<file path="src/rtl/vm_pkg.sv">
// vm_pkg: shared definitions for the multi-product vending controller.
//   vm_state_t   - controller state encoding
//   COINx_VAL    - coin denominations in credit units
//   price_of()   - extracts one price from the packed PRICES parameter vector
package vm_pkg;

  typedef enum logic [1:0] {
    IDLE   = 2'd0,
    CREDIT = 2'd1,
    VEND   = 2'd2,
    CHANGE = 2'd3
  } vm_state_t;

  localparam int COIN5_VAL  = 5;
  localparam int COIN10_VAL = 10;
  localparam int COIN25_VAL = 25;

  // Widest packed price vector price_of() accepts, and the width of its result.
  localparam int PRICES_MAX_W = 1024;
  localparam int PRICE_FN_W   = 32;
  localparam int PRICE_POS_W  = $clog2(PRICES_MAX_W);

  // Price of item idx, where each price is w bits wide and item i sits at
  // bits [i*w +: w]. Result is zero-extended to PRICE_FN_W bits.
  function automatic logic [PRICE_FN_W-1:0] price_of(
    input logic [PRICES_MAX_W-1:0] prices,
    input int                      idx,
    input int                      w
  );
    logic [PRICE_FN_W-1:0]  p;
    logic [PRICE_POS_W-1:0] pos;
    p = '0;
    for (int b = 0; b < PRICE_FN_W; b++) begin
      if (b < w && (idx * w + b) < PRICES_MAX_W) begin
        pos  = PRICE_POS_W'(idx * w + b);
        p[b] = prices[pos];
      end
    end
    return p;
  endfunction

endpackage

</file>
<file path="src/rtl/vm_change_unit.sv">
// vm_change_unit: pays out a credit amount as a stream of 10- and 5-unit
// change pulses, one pulse per cycle, largest coin first.
//   clk, rst_n     - clock, asynchronous active-low reset
//   start_i        - load load_i and emit the first pulse on this edge
//   load_i         - amount to return (non-zero multiple of 5)
//   change_10_o    - registered 10-unit pulse
//   change_5_o     - registered 5-unit pulse
//   rem_next_o     - remaining amount after the pulse being issued this edge
//   done_o         - high in the cycle carrying the last pulse
module vm_change_unit
  import vm_pkg::*;
#(
  parameter int PRICE_W = 8
) (
  input  logic               clk,
  input  logic               rst_n,
  input  logic               start_i,
  input  logic [PRICE_W-1:0] load_i,
  output logic               change_10_o,
  output logic               change_5_o,
  output logic [PRICE_W-1:0] rem_next_o,
  output logic               done_o
);

  localparam logic [PRICE_W-1:0] TEN  = PRICE_W'(COIN10_VAL);
  localparam logic [PRICE_W-1:0] FIVE = PRICE_W'(COIN5_VAL);

  logic [PRICE_W-1:0] rem_q, rem_d;
  logic [PRICE_W-1:0] src;
  logic               active_q, active_d;
  logic               c10_q, c10_d;
  logic               c5_q, c5_d;
  logic               step10;

  // rem_q is the amount still owed after the pulse currently on the outputs,
  // so the pulse for the next cycle is derived from it directly.
  always_comb begin
    src      = start_i ? load_i : rem_q;
    step10   = (src >= TEN);
    rem_d    = rem_q;
    active_d = active_q;
    c10_d    = 1'b0;
    c5_d     = 1'b0;
    if (start_i || (active_q && rem_q != '0)) begin
      active_d = 1'b1;
      c10_d    = step10;
      c5_d     = ~step10;
      rem_d    = src - (step10 ? TEN : FIVE);
    end else if (active_q) begin
      active_d = 1'b0;
    end
  end

  always_ff @(posedge clk or negedge rst_n) begin
    if (!rst_n) begin
      rem_q    <= '0;
      active_q <= 1'b0;
      c10_q    <= 1'b0;
      c5_q     <= 1'b0;
    end else begin
      rem_q    <= rem_d;
      active_q <= active_d;
      c10_q    <= c10_d;
      c5_q     <= c5_d;
    end
  end

  assign change_10_o = c10_q;
  assign change_5_o  = c5_q;
  assign rem_next_o  = rem_d;
  assign done_o      = active_q && (rem_q == '0);

endmodule

</file>
<file path="src/rtl/vending_machine_multi.sv">
// vending_machine_multi: multi-product vending controller.
// Accepts 5/10/25 coins up to MAX_CREDIT, vends one of N_ITEMS products at
// per-item prices, refuses out-of-stock or unaffordable selections, and
// returns change or a cancelled credit as 10/5-unit pulses.
//   clk, reset                 - clock, asynchronous active-low reset
//   coin_5/10/25               - one-cycle coin pulses
//   sel_valid, sel_idx         - product selection strobe and index
//   cancel                     - refund request
//   stock_empty                - per-item out-of-stock level
//   dispense, dispense_idx     - one-cycle vend pulse and item
//   sel_deny, coin_reject      - one-cycle refusal pulses
//   change_10, change_5        - change coin pulses
//   credit                     - current credit / change still owed
//   busy                       - high while vending or paying change
module vending_machine_multi
  import vm_pkg::*;
#(
  parameter int                         N_ITEMS    = 4,
  parameter int                         PRICE_W    = 8,
  parameter logic [N_ITEMS*PRICE_W-1:0] PRICES     = {8'd25, 8'd20, 8'd15, 8'd10},
  parameter int                         MAX_CREDIT = 50,
  localparam int                        SEL_W      = (N_ITEMS > 1) ? $clog2(N_ITEMS) : 1
) (
  input  logic               clk,
  input  logic               reset,
  input  logic               coin_5,
  input  logic               coin_10,
  input  logic               coin_25,
  input  logic               sel_valid,
  input  logic [SEL_W-1:0]   sel_idx,
  input  logic               cancel,
  input  logic [N_ITEMS-1:0] stock_empty,
  output logic               dispense,
  output logic [SEL_W-1:0]   dispense_idx,
  output logic               sel_deny,
  output logic               coin_reject,
  output logic               change_10,
  output logic               change_5,
  output logic [PRICE_W-1:0] credit,
  output logic               busy
);

  localparam int SW = PRICE_W + 1;
  localparam logic [PRICES_MAX_W-1:0] PRICES_PAD = PRICES_MAX_W'(PRICES);

  vm_state_t          state_q, state_d;
  logic [PRICE_W-1:0] credit_q, credit_d;
  logic               dispense_q, dispense_d;
  logic [SEL_W-1:0]   dispense_idx_q, dispense_idx_d;
  logic               sel_deny_q, sel_deny_d;
  logic               coin_reject_q, coin_reject_d;
  logic               busy_q, busy_d;

  // Price lookup table, one entry per item.
  logic [PRICE_FN_W-1:0] price_tab [N_ITEMS];

  generate
    for (genvar gi = 0; gi < N_ITEMS; gi++) begin : g_price
      assign price_tab[gi] = price_of(PRICES_PAD, gi, PRICE_W);
    end
  endgenerate

  // Selection qualification. An out-of-range index is redirected to item 0
  // only so the lookups stay in bounds; sel_in_range still refuses it.
  logic                  sel_in_range;
  logic [SEL_W-1:0]      sel_safe;
  logic [PRICE_FN_W-1:0] sel_price;
  logic                  sel_ok;

  assign sel_in_range = (32'(sel_idx) < 32'(N_ITEMS));
  assign sel_safe     = sel_in_range ? sel_idx : '0;
  assign sel_price    = price_tab[sel_safe];
  assign sel_ok       = sel_in_range && !stock_empty[sel_safe] &&
                        (PRICE_FN_W'(credit_q) >= sel_price);

  // Coin decode; the ceiling test is one bit wider than credit so it cannot wrap.
  logic [1:0]    n_coins;
  logic          coin_any;
  logic          coin_multi;
  logic [SW-1:0] coin_val;
  logic [SW-1:0] credit_sum;
  logic          coin_fits;

  assign n_coins    = {1'b0, coin_5} + {1'b0, coin_10} + {1'b0, coin_25};
  assign coin_any   = (n_coins != 2'd0);
  assign coin_multi = (n_coins > 2'd1);
  assign coin_val   = coin_25 ? SW'(COIN25_VAL) :
                      coin_10 ? SW'(COIN10_VAL) : SW'(COIN5_VAL);
  assign credit_sum = {1'b0, credit_q} + coin_val;
  assign coin_fits  = (credit_sum <= SW'(MAX_CREDIT));

  // Change unit is started on the edge that enters CHANGE, so its first
  // pulse appears in the first CHANGE cycle.
  logic               cu_start;
  logic [PRICE_W-1:0] cu_rem_next;
  logic               cu_done;
  logic               cu_c10;
  logic               cu_c5;

  assign cu_start = (credit_q != '0) &&
                    ((((state_q == IDLE) || (state_q == CREDIT)) && cancel) ||
                     (state_q == VEND));

  vm_change_unit #(
    .PRICE_W (PRICE_W)
  ) u_change (
    .clk         (clk),
    .rst_n       (reset),
    .start_i     (cu_start),
    .load_i      (credit_q),
    .change_10_o (cu_c10),
    .change_5_o  (cu_c5),
    .rem_next_o  (cu_rem_next),
    .done_o      (cu_done)
  );

  always_comb begin
    state_d        = state_q;
    credit_d       = credit_q;
    dispense_d     = 1'b0;
    dispense_idx_d = '0;
    sel_deny_d     = 1'b0;
    coin_reject_d  = 1'b0;
    unique case (state_q)
      IDLE, CREDIT: begin
        if (cu_start) begin
          // Cancel with credit: refund everything, ignore select and coin.
          state_d       = CHANGE;
          credit_d      = cu_rem_next;
          coin_reject_d = coin_any;
        end else if (sel_valid && sel_ok) begin
          state_d        = VEND;
          dispense_d     = 1'b1;
          dispense_idx_d = sel_safe;
          credit_d       = credit_q - sel_price[PRICE_W-1:0];
          coin_reject_d  = coin_any;
        end else begin
          // A refused selection does not block a coin in the same cycle.
          sel_deny_d = sel_valid;
          if (coin_any) begin
            if (!coin_multi && coin_fits) begin
              credit_d = credit_sum[PRICE_W-1:0];
            end else begin
              coin_reject_d = 1'b1;
            end
          end
          state_d = (credit_d != '0) ? CREDIT : IDLE;
        end
      end
      VEND: begin
        coin_reject_d = coin_any;
        if (cu_start) begin
          state_d  = CHANGE;
          credit_d = cu_rem_next;
        end else begin
          state_d = IDLE;
        end
      end
      CHANGE: begin
        coin_reject_d = coin_any;
        if (cu_done) begin
          state_d  = IDLE;
          credit_d = '0;
        end else begin
          credit_d = cu_rem_next;
        end
      end
      default: begin
        state_d  = IDLE;
        credit_d = '0;
      end
    endcase
    busy_d = (state_d == VEND) || (state_d == CHANGE);
  end

  always_ff @(posedge clk or negedge reset) begin
    if (!reset) begin
      state_q        <= IDLE;
      credit_q       <= '0;
      dispense_q     <= 1'b0;
      dispense_idx_q <= '0;
      sel_deny_q     <= 1'b0;
      coin_reject_q  <= 1'b0;
      busy_q         <= 1'b0;
    end else begin
      state_q        <= state_d;
      credit_q       <= credit_d;
      dispense_q     <= dispense_d;
      dispense_idx_q <= dispense_idx_d;
      sel_deny_q     <= sel_deny_d;
      coin_reject_q  <= coin_reject_d;
      busy_q         <= busy_d;
    end
  end

  assign dispense     = dispense_q;
  assign dispense_idx = dispense_idx_q;
  assign sel_deny     = sel_deny_q;
  assign coin_reject  = coin_reject_q;
  assign change_10    = cu_c10;
  assign change_5     = cu_c5;
  assign credit       = credit_q;
  assign busy         = busy_q;

endmodule

</file>
<file path="config.mk">
export PLATFORM = sky130hd
export DESIGN_NAME = vending_machine_multi
export DESIGN_NICKNAME = d
export VERILOG_FILES = /design/src/rtl/vm_pkg.sv /design/src/rtl/vm_change_unit.sv /design/src/rtl/vending_machine_multi.sv
export SDC_FILE = /design/constraint.sdc
export NUM_CORES = 1
export LEC_CHECK = 0
export CORE_MARGIN = 1
export CORE_UTILIZATION = 51
export DETAILED_ROUTE_END_ITERATION = 8
export GPL_TIMING_DRIVEN = 0
export PLACE_DENSITY = 0.83
export SETUP_SLACK_MARGIN = 0.3
export SYNTH_ARGS = -nofsm -noshare
export SYNTH_HDL_FRONTEND = slang
export SYNTH_SLANG_ARGS = --single-unit
</file>
<file path="constraint.sdc">
create_clock -name clk -period 3.8 [get_ports clk]
set_clock_uncertainty 0.15 [all_clocks]
set_input_delay 0.38 -clock clk [delete_from_list [all_inputs] [get_ports clk]]
set_output_delay 0.38 -clock clk [all_outputs]
set_load 0.05 [all_outputs]
</file>
==> results.sh <==
export IMPL_ant_nets=0
export IMPL_vias_per_cell=6.40
export IMPL_hpwl_um=4570
export IMPL_die_w_um=70.3
export IMPL_cts_buffers=3
export IMPL_antenna_found_initial=1
export IMPL_fin_area_um2=3310
export IMPL_synth_seq_cells=27
export IMPL_worst_pin_slew_ns=0.789
export IMPL_place_ws_ns=-0.431
export IMPL_clk_pin_slew_worst_paths_ns=0.10
export IMPL_synth_warnings=0
export IMPL_htreeDepth=1
export IMPL_finalCoreUtilization=0.750
export IMPL_vias=2400
export IMPL_hold_buffers=0
export IMPL_initial_core_util=0.539
export IMPL_portBuffers=28
export IMPL_finalCritPeriodShare=1.05
export IMPL_final_setup_worst_slack_ns=-0.202
export IMPL_yosysSeqAreaShare=0.284
export IMPL_synth_cell_types=65
export IMPL_coreArea_um2=4410
export IMPL_drc=0
export IMPL_syn2layout_area_growth_pct=39.2
export IMPL_cts_sinks=27
export IMPL_grt_util_all_layers=0.277
export IMPL_synth_edf_count=0
export IMPL_grt_pass1_vias=2311
export IMPL_critPathLaunchType="flop"
export IMPL_hp_class="primary input to async pin"
export IMPL_period_needed_ns=4.00
export IMPL_relSlewSlack=0.470
export IMPL_cts_buffer_depth=2
export IMPL_path_class="flop to flop"
export IMPL_required_ns=3.79
export IMPL_cts_tree="done"
export IMPL_final_max_slew_violation_count=0
export IMPL_crit_fanout=5
export IMPL_place_congestion=0.895
export IMPL_die_h_um=70.3
export IMPL_setup_tns_ns=-0.624
export IMPL_overflow=0
export IMPL_synth_top_flop_cell="dfrtp_1"
export IMPL_finalWirelength_um=7040
export IMPL_wl_per_cell_um=18.8
export IMPL_cp_end_kind="flop"
export IMPL_rsz0062_at_grt="true"
export IMPL_grt_pass1_wl_um=10700
export IMPL_synthArstFlopShare=1.00
export IMPL_fin_nets=355
export IMPL_drive_above_1_share=0.332
export IMPL_syn_num_nets=293
export IMPL_max_freq_mhz=250
export IMPL_status="finished, violations left"
export IMPL_finalHoldViolations=0
export IMPL_rows=24
export IMPL_drtIter0Drc=235
export IMPL_synth_area_um2=2380
export IMPL_die_area_um2=4940
export IMPL_violations="setup timing"
export IMPL_drv_cap=0
export IMPL_first_pass_iters=5
export IMPL_postPlaceCellArea_um2=2790
export IMPL_root_buffer="clkbuf_8"
export IMPL_cp_arrival_ns=4.00
export IMPL_clk_latency_ns=0.28
export IMPL_io_pins=29
export IMPL_syn_inst=261
export IMPL_synth_avg_cell_area_um2=9.11
export IMPL_setup_viol=6
export IMPL_grt_max_degree=28
## sequential cells by signal, summed over array words and instances, names as in the netlist
register / flops
dispense_idx: 2
coin_reject: 1
u_change.change_5_o: 1
state_q: 2
u_change.change_10_o: 1
dispense: 1
u_change.active_q: 1
sel_deny: 1
busy: 1
credit: 8
u_change.rem_q: 8
## through the flow
| stage | hold WS [ns] | std cells |
|---|---|---|
| after CTS | 0.450 | 363 |
| after detailed placement | 0.414 | 341 |
| after global routing | 0.277 | 374 |
| after floorplan | -0.0656 | 261 |
| final | 0.247 | 375 |
| after global placement | 0.393 | 341 |
## critical path, stage by stage, from the launching register on
cell	delay (ns)
dfrtp_2	0.43
nor4_4	0.30
and3_4	0.22
buf_6	0.09
or2_4	0.11
buf_6	0.11
mux2_4	0.32
o21ai_2	0.16
and3_4	0.26
ha_4	0.14
inv_2	0.03
fa_2	0.36
a21o_1	0.23
a21oi_4	0.22
buf_6	0.13
buf_6	0.09
xnor2_2	0.07
mux2_4	0.28
nand2_2	0.06
o221ai_2	0.09
## kinds of logic after synthesis
| family | after synthesis | synth area share |
|---|---|---|
| buffers and inverters | 25 | 0.0489 |
| XOR/XNOR | 13 | 0.0479 |
| flip-flops | 27 | 0.284 |
| adder cells (fa/ha/maj) | 19 | 0.113 |
| AND/OR/NAND/NOR | 85 | 0.207 |
| multiplexers | 16 | 0.0805 |
| AO/OA/AOI/OAI | 76 | 0.219 |
## worst paths after layout
kind / to / cells after the start / slack, ns / startpoint
max: credit[4] / 19 / -0.20 / credit[0]
min reg2reg: u_change.rem_q[2] / 1 / 0.46 / u_change.rem_q[2]
min: u_change.rem_q[7] / 1 / 0.25 / reset
max in group asynchronous: credit[1] / 2 / 2.79 / reset
max reg2reg: credit[4] / 19 / -0.20 / credit[0]
min in group clk: u_change.rem_q[2] / 1 / 0.46 / u_change.rem_q[2]
## synth_stat cells (2+ instances only)
master / n / area share
o21a_1: 4 / 0.013
and3_1: 3 / 0.0079
and4_1: 2 / 0.0074
nor2b_1: 4 / 0.011
nand2_1: 11 / 0.017
mux2i_1: 6 / 0.025
xnor2_1: 8 / 0.029
a2bb2oi_1: 2 / 0.0074
a21boi_0: 2 / 0.0063
nand2b_1: 6 / 0.016
or3_1: 2 / 0.0053
o21ai_1: 4 / 0.0084
nand3_1: 9 / 0.019
nor3_1: 8 / 0.017
nor3b_1: 3 / 0.0095
buf_2: 3 / 0.0063
o31a_1: 2 / 0.0074
a21oi_1: 21 / 0.044
a211oi_1: 5 / 0.016
xor2_1: 5 / 0.018
or2_2: 2 / 0.0053
nor4_1: 2 / 0.0053
inv_1: 15 / 0.024
clkbuf_1: 3 / 0.0047
o21ai_0: 9 / 0.019
buf_4: 3 / 0.0095
fa_1: 4 / 0.034
a21o_1: 3 / 0.0095
mux2_4: 2 / 0.013
dfrtp_1: 27 / 0.28
o21bai_1: 3 / 0.0095
o22ai_1: 5 / 0.013
nor2_1: 19 / 0.030
nor3_2: 2 / 0.0084
mux2_2: 7 / 0.033
ha_1: 15 / 0.079
nand3_2: 2 / 0.0084
## routing by layer
metal	global-route usage	part of all wire
met2	0.462	0.48
met1	0.340	0.40
met4	0.131	0.046
met5	0	0
met3	0.0534	0.074
## layout make-up
cell class,count,area [um^2]
Inverter,15,60.1
Sequential cell,27,686
Antenna cell,1,2.50
Fill cell,322,1100
Multi-Input combinational cell,209,1830
Clock buffer,4,45.0
Tap cell,52,65.1
Timing Repair Buffer,57,544
Buffer,10,78.8
## placed cells by master, fill, tap and decap left out, drive strengths merged, types with 5 or more instances in the layout
master,instances
clkbuf,6
dfrtp,27
nand2,11
a21oi,22
clkdlybuf4s50,27
buf,37
ha,15
nor2,19
a211oi,5
mux2i,6
xor2,5
o21ai,14
inv,14
nand2b,6
mux2,9
xnor2,8
nor3,11
nand3,11
o22ai,5
## repair_timing
action	CTS	global route
buffers inserted	18	10
setup endpoints to repair	13	13
endpoints found under the hold margin	0	0
pin swaps	17	14
resized for setup	27	23
Power is left out: the tool's default activity adds up to more than one toggle a clock period on the data nets, which glitch-free logic cannot reach.
